===== src/rtl/wb_rr_arbiter.sv =====
// Round-robin writeback arbiter: shares one register-file writeback port between
// NUM_UNITS execution units, with a registered output stage and a store-forwarding snoop.
module wb_rr_arbiter #(
    parameter int NUM_UNITS = 4,
    parameter int ID_W      = 3,
    parameter int XLEN      = 32
) (
    input  logic                      clk,
    input  logic                      rst,
    input  logic [NUM_UNITS-1:0]      unit_done,
    input  logic [NUM_UNITS*ID_W-1:0] unit_id,
    input  logic [NUM_UNITS*XLEN-1:0] unit_rd,
    output logic [NUM_UNITS-1:0]      unit_ack,
    input  logic                      wb_ready,
    output logic                      wb_valid,
    output logic [ID_W-1:0]           wb_id,
    output logic [XLEN-1:0]           wb_data,
    output logic                      wb_snoop_valid,
    output logic [ID_W-1:0]           wb_snoop_id,
    output logic [XLEN-1:0]           wb_snoop_data
);

    localparam int PTR_W = (NUM_UNITS > 1) ? $clog2(NUM_UNITS) : 1;

    logic [PTR_W-1:0] rr_ptr;
    logic [PTR_W-1:0] grant_idx;
    logic [PTR_W:0]   cand;
    logic             grant_vld;
    logic             load_en;
    logic             do_grant;
    logic [PTR_W-1:0] next_ptr;

    assign load_en  = !wb_valid || wb_ready;
    assign do_grant = load_en && grant_vld && !rst;

    // Scan from rr_ptr upward with wrap; the first requester found wins.
    always_comb begin
        // NOTE: every variable gets a default before the loop so no path leaves it
        // unassigned; otherwise synthesis infers a latch.
        grant_vld = 1'b0;
        grant_idx = '0;
        cand      = '0;
        for (int k = 0; k < NUM_UNITS; k++) begin
            cand = {1'b0, rr_ptr} + (PTR_W+1)'(k);
            if (cand >= (PTR_W+1)'(NUM_UNITS))
                cand = cand - (PTR_W+1)'(NUM_UNITS);
            if (!grant_vld && unit_done[cand[PTR_W-1:0]]) begin
                grant_vld = 1'b1;
                grant_idx = cand[PTR_W-1:0];
            end
        end
    end

    always_comb begin
        unit_ack = '0;
        for (int j = 0; j < NUM_UNITS; j++)
            unit_ack[j] = do_grant && (grant_idx == PTR_W'(j));
    end

    assign next_ptr = (grant_idx == PTR_W'(NUM_UNITS-1)) ? '0 : grant_idx + PTR_W'(1);

    // NOTE: state uses non-blocking assignments so every register samples the
    // pre-edge values of its neighbours regardless of statement order.
    always_ff @(posedge clk or posedge rst) begin
        if (rst) begin
            rr_ptr         <= '0;
            wb_valid       <= 1'b0;
            wb_id          <= '0;
            wb_data        <= '0;
            wb_snoop_valid <= 1'b0;
            wb_snoop_id    <= '0;
            wb_snoop_data  <= '0;
        end else begin
            wb_snoop_valid <= wb_valid && wb_ready;
            if (wb_valid && wb_ready) begin
                wb_snoop_id   <= wb_id;
                wb_snoop_data <= wb_data;
            end
            if (load_en) begin
                if (grant_vld) begin
                    wb_valid <= 1'b1;
                    wb_id    <= unit_id[int'(grant_idx)*ID_W +: ID_W];
                    wb_data  <= unit_rd[int'(grant_idx)*XLEN +: XLEN];
                    rr_ptr   <= next_ptr;
                end else begin
                    wb_valid <= 1'b0;
                end
            end
        end
    end

    a_ack_onehot0: assert property (@(posedge clk) disable iff (rst) $onehot0(unit_ack));
    a_ack_has_done: assert property (@(posedge clk) disable iff (rst) (unit_ack & ~unit_done) == '0);
    a_no_ack_stall: assert property (@(posedge clk) disable iff (rst) !load_en |-> unit_ack == '0);

endmodule


===== config.mk =====
export PLATFORM = sky130hd
export DESIGN_NAME = wb_rr_arbiter
export DESIGN_NICKNAME = d
export VERILOG_FILES = /design/src/rtl/wb_rr_arbiter.sv
export SDC_FILE = /design/constraint.sdc
export NUM_CORES = 1
export LEC_CHECK = 0
export CORE_ASPECT_RATIO = 0.5
export CORE_MARGIN = 1
export CORE_UTILIZATION = 40
export CTS_CLUSTER_DIAMETER = 150
export DETAILED_ROUTE_END_ITERATION = 7
export PLACE_DENSITY_LB_ADDON = 0.12
export SLEW_MARGIN = 30
export SYNTH_ARGS = -nofsm -noshare
export SYNTH_HDL_FRONTEND = slang
export SYNTH_SLANG_ARGS = --single-unit

===== constraint.sdc =====
create_clock -name clk -period 3.02 [get_ports clk]
set_clock_uncertainty 0.1 [all_clocks]
set_input_delay 0.453 -clock clk [delete_from_list [all_inputs] [get_ports clk]]
set_output_delay 0.453 -clock clk [all_outputs]
set_load 0.01 [all_outputs]

After elaboration in Yosys (flattened, before gate mapping). Index checks and enable logic that the tools add are counted.

Register bits: 74. Bits of input ports: 147. Output and inout port bits: 76. Word-level logic and storage cells: 69.

Add/subtract/negate cells: 8. Multipliers: 1. $lt $le $gt $ge: 8. Eq/ne operators: 3. Shift operators: 2. Multiplexer cells: 22. Reductions and logical operators: 18.

Operators with widths (count): variable part select 128 x 8 -> 32 bit (1); 2-to-1 mux 2 bit (9); less-than comparator 2 x 3 -> 1 bit, second input constant (4); variable part select 12 x 5 -> 3 bit (1); logical AND 1 bit (10); >= comparator 3 bit, second input constant (3); 2-to-1 mux 1 bit (9); binary-select mux 1 bit (select 2 bit) (4); subtractor 2 x 1 -> 2 bit, second input constant (4); adder 2 x 2 -> 3 bit, second input constant (2); zero test 1 bit (5); equality test 2 bit, second input constant (2); multiplier 2 x 2 -> 4 bit, second input constant (1); adder 2 x 1 -> 3 bit, second input constant (1); >= comparator 2 x 3 -> 1 bit, second input constant (1); adder 2 x 1 -> 2 bit, second input constant (1); equality test 2 x 1 -> 1 bit, second input constant (1); zero test 2 bit (1); AND reduction 2 bit (1); logical OR 1 bit (1).

Depth between registers and ports, before layout. Gate-level depths: netlist (run 1).

Depth after elaboration: 17. Mapped depth: 7. Gate-level depth less buffers: 4.

Worst setup path before layout (run 1). Ideal clock, no wire load.

Kind: in2out. Start point: input rst. End point: output unit_ack[0]. Arrival time: 2.421 ns. Required time: 2.467 ns. Slack: 0.046 ns. Stages on the path: 2. Path buffers: 0. Cell sequence: inv_1 and3_1.

Longest elaborated chain between the ends: 3.

RTL lines: from (decl) (RTL line 9) `input logic rst,`; zero test 1 bit (no line); logical AND 1 bit (RTL line 34) `assign do_grant = load_en && grant_vld && !rst;`; logical AND 1 bit (RTL line 57) `unit_ack[j] = do_grant && (grant_idx == PTR_W'(j));`; to (decl) (RTL line 13) `output logic [NUM_UNITS-1:0] unit_ack,`.

Every way passes these cells.

Final worst setup path (run 1).
Start point: input unit_done[0]. End point: output unit_ack[2].

Longest elaborated chain between the ends: 15.

RTL lines: from (decl) (RTL line 10) `input logic [NUM_UNITS-1:0] unit_done,`; binary-select mux 1 bit (select 2 bit) (RTL line 47) `if (!grant_vld && unit_done[cand[PTR_W-1:0]]) begin`; 2-to-1 mux 1 bit (not written as such) (RTL line 47); 2-to-1 mux 1 bit (RTL line 47); zero test 1 bit (RTL line 47); logical AND 1 bit (RTL line 47); 2-to-1 mux 1 bit (RTL line 47); zero test 1 bit (RTL line 47); logical AND 1 bit (RTL line 47); 2-to-1 mux 1 bit (RTL line 47); zero test 1 bit (RTL line 47); logical AND 1 bit (RTL line 47); 2-to-1 mux 1 bit (RTL line 47); logical AND 1 bit (2 in a row) (RTL line 34); logical AND 1 bit * (RTL line 57).

Mark *: on every way between the ends. The rest lies on a longest branch, timed or not. The select of a mux whose other input is x is not followed.

==> results of run 1 <==
## through the flow
stage	hold slack, ps	cells	power (mW)
after floorplan	450	403	2.12
after global placement	386	738	2.96
after detailed placement	393	738	2.99
after CTS	264	752	4.05
after global routing	280	752	4.23
final	278	752	4.01
## placed cells by master (no fill, tap or decap), types with 9 or more instances in the layout
master,count
clkdlybuf4s50_1,222
dfrtp_1,74
nor2_1,40
a21oi_1,39
o21ai_0,37
and3_1,37
a31oi_1,35
mux2_2,35
a22oi_2,28
buf_4,15
clkbuf_16,9
## kinds of logic (layout without fill, tap and decap cells)
kind of cell / after synthesis / count (layout) / synth area share, %
muxes: 35 / 35 / 9.60
AOI/OAI and AO/OA: 157 / 157 / 27.5
and+or+nand+nor: 95 / 95 / 11.8
DFF: 74 / 74 / 45.1
buffers and inverters: 42 / 256 / 6.00
## metal layers
layer | track usage, % | up-vias | share of wire [%]
met4 | 6.32 | 0 | 1.2
met5 | 0 | - | 0
met2 | 47.8 | 146 | 50
li1 | - | 1917 | -
met1 | 31.8 | 2029 | 42
met3 | 6.89 | 12 | 6.7
## area by class of cell
type | count | area (µm²)
timing repair buffer | 238 | 2350
fill | 779 | 3000
clock inverter | 3 | 40.0
tap | 135 | 169
clock buffer | 11 | 253
sequential | 74 | 1850
multi-input combinational | 287 | 2020
inverter | 4 | 16.3
## power groups by stage
stage          logic [mW]  registers [mW]  clock network [mW]
2_1_floorplan       0.614            1.51                   0
3_3_place_gp         1.55            1.40                   0
3_5_place_dp         1.57            1.42                   0
4_1_cts              1.58            1.40                1.07
5_1_grt              1.67            1.44                1.12
6_report             1.57            1.40                1.04
## final timing paths
path	startpoint	endpoint	slack [ps]	cells after the start
worst min-delay path	rst	wb_snoop_data[2]	280	2
worst max-delay path	unit_done[0]	unit_ack[2]	160	6
worst min register to register	wb_snoop_data[30]	wb_snoop_data[30]	400	1
worst max register to register	rr_ptr[1]	wb_data[21]	930	5
min in group clk	wb_snoop_data[30]	wb_snoop_data[30]	400	1
max in group asynchronous	rst	wb_snoop_data[21]	1730	3
## registers in the layout, indices dropped and copies added (netlist names)
name	flops
wb_data	32
wb_snoop_data	32
wb_id	3
wb_snoop_id	3
rr_ptr	2
wb_snoop_valid	1
wb_valid	1
==> results by group, run 1 <==
Status
  – Status: finished, final reports clean

Timing
  – RSZ-0062 raised after global routing: no
  – Worst Tran Pin Value: 629 ps
  – Setup violators final: 0
  – Hold Vio Cnt, Final: 0
  – Fmax: 0.350 GHz
  – Final Cycle Share: 94.6%
  – Setup TNS Final: 0 ps
  – Worst Slack Setup Final: 165 ps
  – Slew margin rel.: 58.0%
  – Minimum clock period: roughly 2900 ps
  – Max-slew violations: 0

Global route
  – Initial antenna violation count: 0
  – Total global routing overflow: 0
  – Vias in the first global route: between 4k and 5k
  – First-pass GRT wire length: 21.7 mm
  – GRT Util Overall: between 20% and 30%
  – Largest net degree at the start of global routing: 73

Synthesis
  – Async set or reset register ratio after synthesis: 100%
  – Cell area after synthesis: 4110 µm²
  – Mapped Nets: 550
  – Syn Inst Count: 403
  – Top post-synthesis cells by count: 74 x dfrtp_1, 40 x nor2_1, 39 x a21oi_1
  – Yosys cell types: 32
  – Cell taking the most area after synthesis: dfrtp_1
  – Syn_area_per_cell: about 10 µm²
  – Top cell type's share of synthesized area: 45.1%
  – Synth warnings: 0
  – Yosys reg bits: 74
  – Top_reg_cell synth: dfrtp_1
  – Post-synth EDFFs: 0
  – Count leader, synth: dfrtp_1
  – Largest cells by area after synthesis: dfrtp_1 45%, mux2_2 9.6%, a22oi_2 8.5%
  – Sequential area share after synthesis: a little under half

Drt
  – Vias per cell: 5.46
  – WL per Instance: about 18 µm
  – Routed via count: roughly 4k
  – WL final: 13.8 mm
  – 1st-pass router iterations: 4
  – Drt drc: 0
  – Post-route ant nets: 0
  – Drt first-iter violations: 201

Run
  – Max cap viols: 0

Clock network
  – Htree depth: 3
  – CTS tree: yes
  – Post-CTS setup repair buffer count: 0
  – CTS max path bufs: 2
  – Number of CTS-inserted buffers: 9
  – Worst-skew pair later-pin latency: around 320 ps
  – Clock Root Buffer: clkbuf_16
  – Clk slew on worst S/H paths: 50 ps
  – Hold_buf cts: 0
  – Clock sinks: 74
  – Cts repair resizes: 0

Critical path
  – Setup CP Type: primary input to output pin
  – Arrival @ worst endpoint: about 2300 ps
  – Cell Chain, Critical Path: clkdlybuf4s50_1, or2_4, a21oi_4, nor2_1, nor3_1, clkdlybuf4s50_1
  – Slowest CP cell: clkdlybuf4s50_1
  – Crit Path Max Fanout: 10
  – Delay-heaviest family, CP: buffers and inverters
  – Worst setup EP type: output pin
  – CP Data Required Time: 2470 ps
  – CP most frequent cell: clkdlybuf4s50_1
  – Crit start category: primary input
  – Bufs and invs on worst path: 2
  – Max incr delay on CP: 570 ps

Pwr
  – Combinational Power Share: 39.1%
  – Sw Share: 30.5%
  – Power per cell area: 599 nW/µm²
  – NetSw: 1.22 mW
  – Pleak: 2.67 nW
  – Int Pwr: around 2.8 mW
  – Sequential power share: between 30% and 40%
  – VDD IR max: 0.350 mV
  – Clock power frac: a little over a quarter

Floorplan
  – Full die area: 10700 µm²
  – Site row count: 25
  – Core footprint: 9700 µm²
  – Initial core utilization: 42.3%
  – I/O Pins: 223
  – Chip Width: 145 µm
  – Chip height: 73.6 µm

Layout
  – Final-stage net count: 761
  – Fin area: 6690 µm²
  – Layout cells sized above 1: 16.5%
  – # diodes: 0
  – Synth-to-layout area growth: 63.1%
  – Final Util: 69.0%

Placed design
  – Post-DP HPWL: 9.45 mm
  – I/O Buffers: 222
  – Post-DP Area: 6400 µm²
  – RD Place Congestion: 0.826
  – Post-place setup slack: 187 ps

Min path
  – Hold WC Path Type: primary input to async pin
Note: power is estimated with default switching activity, not from simulation.
==> run 2, diff against run 1 <==
ABC_AREA = 1   (was unset)
CORE_UTILIZATION = 41   (was 40)
==> run 2 against run 1 <==
Synthesized cell count rose by 78%. Register-to-register slack got worse by 400 ps. Clock power barely moved. Global-route usage rose by 1.4 points. First-iteration DRC count rose by 54%. Highest routed layer unchanged. Cell area rose by 5.7%. Non-clock buffer count fell by 2. Maximum frequency rose by 9.5%. Largest power group unchanged. Cell count rose by 42%. Via count rose by 27%. Routed wire length rose by 11%.
==> results by group, run 2 <==
Status
  – Status: finished, final reports clean

Clock network
  – CTS max path bufs: 2 (unchanged)
  – Clk slew on worst S/H paths: 60 ps (about the same)
  – Clock sinks: 74 (unchanged)
  – Cts repair resizes: 0 (unchanged)
  – Worst-skew pair later-pin latency: 330 ps (about the same)
  – CTS tree: yes
  – Htree depth: 3 (unchanged)
  – Post-CTS setup repair buffer count: 0 (unchanged)
  – Hold_buf cts: 0 (unchanged)
  – Clock Root Buffer: clkbuf_16
  – Number of CTS-inserted buffers: 9 (unchanged)

Synthesis
  – Top post-synthesis cells by count: 490 x nand2_1, 77 x nand3_1, 74 x dfrtp_1
  – Cell area after synthesis: 4490 µm² (+9.4%)
  – Async set or reset register ratio after synthesis: 100% (unchanged)
  – Synth warnings: 0 (unchanged)
  – Top_reg_cell synth: dfrtp_1
  – Mapped Nets: 866 (+57%)
  – Yosys cell types: 22 (-31%)
  – Syn Inst Count: 719 (+78%)
  – Largest cells by area after synthesis: dfrtp_1 41%, nand2_1 41%, nand3_1 8.6%
  – Top cell type's share of synthesized area: 41.2% (-3.9 points)
  – Syn_area_per_cell: 6.25 µm² (-39%)
  – Count leader, synth: nand2_1
  – Post-synth EDFFs: 0 (unchanged)
  – Sequential area share after synthesis: 41.2% (-3.9 points)
  – Cell taking the most area after synthesis: dfrtp_1
  – Yosys reg bits: 74 (unchanged)

Floorplan
  – I/O Pins: 223 (unchanged)
  – Full die area: 11400 µm² (+6.6%)
  – Core footprint: 10400 µm² (+7.4%)
  – Initial core utilization: 43.1% (+0.80 points)
  – Chip Width: 150 µm (+3.3%)
  – Chip height: 76 µm (+3.2%)
  – Site row count: 26 (+4.0%)

Critical path
  – Arrival @ worst endpoint: 2050 ps (-250 ps)
  – Crit Path Max Fanout: 4 (-6)
  – Crit start category: primary input
  – CP Data Required Time: 2470 ps (about the same)
  – FF-to-FF setup slack: 530 ps (-400 ps)
  – Worst setup EP type: output pin
  – Setup CP Type: primary input to output pin

Placed design
  – Post-DP HPWL: 10.7 mm (+14%)
  – Cell count after placement: 1052 (+43%)
  – I/O Buffers: 222 (unchanged)
  – RD Place Congestion: 0.932 (+13%)

Timing
  – Max-slew violations: 0 (unchanged)
  – Setup violators final: 0 (unchanged)
  – Worst Tran Pin Value: 728 ps (+98.6 ps)
  – WHS: 378 ps (+99.2 ps)
  – Hold Vio Cnt, Final: 0 (unchanged)
  – Fmax: 0.384 GHz (+9.5%)
  – Setup TNS Final: 0 ps (unchanged)
  – RSZ-0062 raised after global routing: no
  – Final Cycle Share: 86.3% (-8.2 points)
  – Minimum clock period: 2610 ps (-248 ps)
  – Slew margin rel.: 51.5% (-6.6 points)

Layout
  – Largest registers: wb_data (32), wb_snoop_data (32)
  – Commonest non-fill, non-tap cell in the layout: nand2_1
  – Register Area: 1850 µm² (unchanged)
  – # diodes: 0 (unchanged)
  – Multi-input logic area: 2360 µm² (+17%)
  – Most frequent cells in the layout: 490 x nand2_1, 218 x clkdlybuf4s50_1, 76 x nand3_1
  – Final-stage net count: 1070 (+41%)
  – FILL cells: 948 (+22%)
  – Non-filler instance count after layout: 1068 (+42%)
  – Layout cells sized above 1: 4.96% (-12 points)
  – Synth-to-layout area growth: 57.5%

Pwr
  – Combinational Power Share: 67.2% (+28 points)
  – Sw Share: 50.4% (+20 points)
  – NetSw: 4.46 mW (+270%)
  – Clock power frac: 12.0% (-14 points)
  – Power per cell area: 1250 nW/µm² (+110%)
  – VDD IR max: 1.57 mV (+350%)
  – Sequential power share: 20.8% (-14 points)
  – Pleak: 3.78 nW (+41%)
  – Int Pwr: 4.39 mW (+57%)

Global route
  – Largest net degree at the start of global routing: 71 (-2.7%)
  – Vias in the first global route: 4900 (+18%)
  – GRT Util Overall: 27.7% (+1.4 points)
  – Initial antenna violation count: 0 (unchanged)
  – First-pass GRT wire length: 24.6 mm (+13%)
  – Total global routing overflow: 0 (unchanged)

Drt
  – Vias per cell: 4.88 (-11%)
  – 1st-pass router iterations: 4 (unchanged)
  – WL per Instance: 14.4 µm (-22%)
  – WL final: 15.4 mm (+11%)
  – Drt first-iter violations: 309 (+54%)
  – Routed via count: 5214 (+27%)
  – Post-route ant nets: 0 (unchanged)
  – Drt drc: 0 (unchanged)

Min path
  – Hold WC Path Type: register to register

Run
  – Max cap viols: 0 (unchanged)
[run 2: logic make-up after synthesis]
family	after synthesis	synth area share, %
simple gates	584	51.9
compound gates	5	0.613
flops	74	41.2
buf+inv	56	6.30
[run 2: metrics by stage]
step	setup WS [ps]	instance area (µm²)	power (mW)	util (%)
floorplan	490	4490	5.76	-
global placement	70.1	6760	7.62	65.0
detailed placement	53.4	6760	7.73	65.0
CTS	47.1	7060	8.84	67.8
global route	215	7070	9.71	67.9
finish	413	7070	8.85	67.9
[run 2: worst max-delay path, stage by stage]
cell	delay, ps
clkdlybuf4s50_1	490
inv_1	60
nand2_1	90
nand3_1	80
nand2_1	120
inv_1	80
nand3b_1	100
nand2_2	60
inv_2	60
nand2_1	90
nor3_1	170
dlymetal6s2s_1	180
[run 2: routing by layer]
layer,routed length (µm),track usage [%],vias up
li1,-,-,2617
met1,6940,37.3,2370
met2,7020,43.8,204
met3,1110,6.41,23
met4,297,9.09,0
met5,0,0,-
[run 2: cell type report]
cell class	instances	area share, %
clock inverters	6	0.920
clock buffers	10	3.24
repair buffers	236	33.0
flip-flops and latches	74	26.2
inverters	13	0.761
well taps	140	2.48
multi-input cells	589	33.4
[run 2: path summary, 6_finish.rpt]
check	cells past startpoint	to	start
worst max-delay path	12	unit_ack[2]	unit_done[0]
worst min-delay path	2	wb_snoop_data[13]	wb_snoop_data[13]
worst max register to register	15	wb_data[15]	rr_ptr[0]
worst min register to register	2	wb_snoop_data[13]	wb_snoop_data[13]
max in group asynchronous	4	rr_ptr[0]	rst
min in group asynchronous	3	wb_data[8]	rst
[run 2: power by group through the flow]
stage / Combinational, mW / Clock (mW) / Sequential, mW
floorplan: 3.81 / 0 / 1.96
global placement: 5.79 / 0 / 1.83
detailed placement: 5.89 / 0 / 1.84
CTS: 5.92 / 1.08 / 1.84
global route: 6.69 / 1.13 / 1.89
finish: 5.95 / 1.06 / 1.84
==> run 3, diff against run 2 <==
--- a/config.mk
+++ b/config.mk
@@ -6,8 +6,7 @@
 export NUM_CORES = 1
 export LEC_CHECK = 0
-export ABC_AREA = 1
 export CORE_ASPECT_RATIO = 0.5
 export CORE_MARGIN = 1
-export CORE_UTILIZATION = 41
+export CORE_UTILIZATION = 40
 export CTS_CLUSTER_DIAMETER = 150
 export DETAILED_ROUTE_END_ITERATION = 7
--- a/constraint.sdc
+++ b/constraint.sdc
@@ -3,3 +3,3 @@
 set_input_delay 0.453 -clock clk [delete_from_list [all_inputs] [get_ports clk]]
 set_output_delay 0.453 -clock clk [all_outputs]
-set_load 0.01 [all_outputs]
+set_load 0.05 [all_outputs]
==> run 3 against run 2 <==
Count of clock-buffer cells in the layout up 1. Core utilization rose by 1.6 points. Register-to-register slack improved by 460 ps.
==> results by group, run 3 (synthesis results as in run 1) <==
Clock network
  – Post-CTS setup repair buffer count: 0 (unchanged)
  – CTS max path bufs: 2 (unchanged)
  – Clk slew on worst S/H paths: 50 ps (about the same)
  – Htree depth: 3 (unchanged)
  – Cts repair resizes: 0 (unchanged)
  – Hold_buf cts: 0 (unchanged)
  – CTS tree: yes
  – Worst-skew pair later-pin latency: 320 ps (about the same)
  – Clock sinks: 74 (unchanged)
  – Clock Root Buffer: clkbuf_16
  – Number of CTS-inserted buffers: 9 (unchanged)

Timing
  – RSZ-0062 raised after global routing: no
  – Setup TNS Final: 0 ps (unchanged)
  – Minimum clock period: 2670 ps (+65.0 ps)
  – WHS: 400 ps (+22.8 ps)
  – Setup violators final: 0 (unchanged)
  – Hold Vio Cnt, Final: 0 (unchanged)
  – Final Cycle Share: 88.5% (+2.2 points)
  – Fmax: 0.374 GHz (-2.4%)
  – Max-slew violations: 0 (unchanged)
  – Slew margin rel.: 54.0% (+2.5 points)
  – Worst Tran Pin Value: 690 ps (-38.1 ps)

Placed design
  – Post-DP HPWL: 9.59 mm (-11%)
  – I/O Buffers: 222 (unchanged)
  – Post-DP Area: 6430 µm² (-5.0%)
  – RD Place Congestion: 0.850 (-8.8%)
  – Cell count after placement: 738 (-30%)

Layout
  – Most frequent cells in the layout: 218 x clkdlybuf4s50_1, 74 x dfrtp_1, 40 x nor2_1
  – Commonest non-fill, non-tap cell in the layout: clkdlybuf4s50_1
  – Fin area: 6740 µm² (-4.7%)
  – Final-stage net count: 761 (-29%)
  – Layout cells sized above 1: 17.1% (+12 points)
  – Largest registers: wb_data (32), wb_snoop_data (32)
  – Synth-to-layout area growth: 64.2%
  – Non-filler instance count after layout: 754 (-29%)
  – # diodes: 0 (unchanged)

Floorplan
  – Initial core utilization: 42.3% (-0.80 points)
  – Full die area: 10700 µm² (-6.2%)
  – Core footprint: 9700 µm² (-6.9%)
  – Chip Width: 145 µm (-3.2%)
  – Chip height: 73.6 µm (-3.1%)
  – I/O Pins: 223 (unchanged)
  – Site row count: 25 (-3.8%)

Drt
  – WL final: 14.4 mm (-6.1%)
  – Drt first-iter violations: 162 (-48%)
  – Vias per cell: 5.51 (+13%)
  – Drt drc: 0 (unchanged)
  – Routed via count: 4155 (-20%)
  – 1st-pass router iterations: 4 (unchanged)
  – Post-route ant nets: 0 (unchanged)
  – WL per Instance: 19.1 µm (+33%)

Critical path
  – Max incr delay on CP: 550 ps (+60 ps)
  – Crit start category: primary input
  – CP Data Required Time: 2470 ps (about the same)
  – Arrival @ worst endpoint: 2120 ps (+70 ps)
  – Cell Chain, Critical Path: clkdlybuf4s50_1, or2_4, a21oi_4, nor2_1, nor3_1, buf_12
  – FF-to-FF setup slack: 990 ps (+460 ps)
  – Delay-heaviest family, CP: simple AND/OR/NAND/NOR gates
  – Worst setup EP type: output pin
  – Crit Path Max Fanout: 10 (+6)
  – Setup CP Type: primary input to output pin
  – Slowest CP cell: clkdlybuf4s50_1
  – Bufs and invs on worst path: 2 (-3)

Min path
  – Hold WC Path Type: register to register

Global route
  – Largest net degree at the start of global routing: 75 (+5.6%)
  – Total global routing overflow: 0 (unchanged)
  – GRT Util Overall: 27.5% (-0.14 points)
  – Initial antenna violation count: 0 (unchanged)
  – First-pass GRT wire length: 22.5 mm (-8.3%)
  – Vias in the first global route: 4347 (-11%)

Pwr
  – Pleak: 2.69 nW (-29%)
  – Clock power frac: 23.2% (+11 points)
  – Total power: 4.85 mW (-45%)
  – NetSw: 2.01 mW (-55%)
  – Combinational Power Share: 47.9% (-19 points)
  – VDD IR max: 0.424 mV (-73%)
  – Int Pwr: 2.84 mW (-35%)
  – Sw Share: 41.5% (-8.9 points)
  – Sequential power share: 28.9% (+8.1 points)
  – Power per cell area: 720 nW/µm² (-42%)

Status
  – Status: finished, final reports clean

Run
  – Max cap viols: 0 (unchanged)
run 3: through the flow:
stage	setup slack [ps]	utilization [%]
2_1_floorplan	107	-
3_3_place_gp	388	66.3
3_5_place_dp	353	66.3
4_1_cts	380	69.5
5_1_grt	282	69.5
6_report	348	69.5
run 3: power groups by stage:
stage	Clock [mW]	Combinational (mW)	Sequential, mW
after CTS	1.15	2.33	1.41
after detailed placement	0	2.32	1.42
after global routing	1.19	2.42	1.44
after global placement	0	2.30	1.41
after floorplan	0	0.623	2.24
final	1.13	2.32	1.40
run 3: final timing paths:
kind,startpoint,end,cells past startpoint
worst max register to register,rr_ptr[1],wb_data[31],5
max in group asynchronous,rst,wb_snoop_data[19],3
worst min register to register,wb_snoop_id[2],wb_snoop_id[2],1
worst min-delay path,wb_snoop_id[2],wb_snoop_id[2],1
min in group asynchronous,rst,wb_snoop_data[1],3
worst max-delay path,unit_done[0],unit_ack[2],6
run 3: layout make-up:
cell class              instances  area [µm²]
fillers                       742        2950
clock buffers                  11         233
clock inverters                 5        78.8
repair buffers                238        2370
flip-flops and latches         74        1850
inverters                       4        18.8
multi-input cells             287        2020
well taps                     135         169
run 3: metal layers:
metal | GRT usage [%] | up-vias | share of wire, %
met5 | 0 | - | 0
met4 | 8.42 | 0 | 1.1
met3 | 6.83 | 12 | 6.9
met2 | 47.6 | 166 | 49
met1 | 34.6 | 2048 | 43
li1 | - | 1929 | -
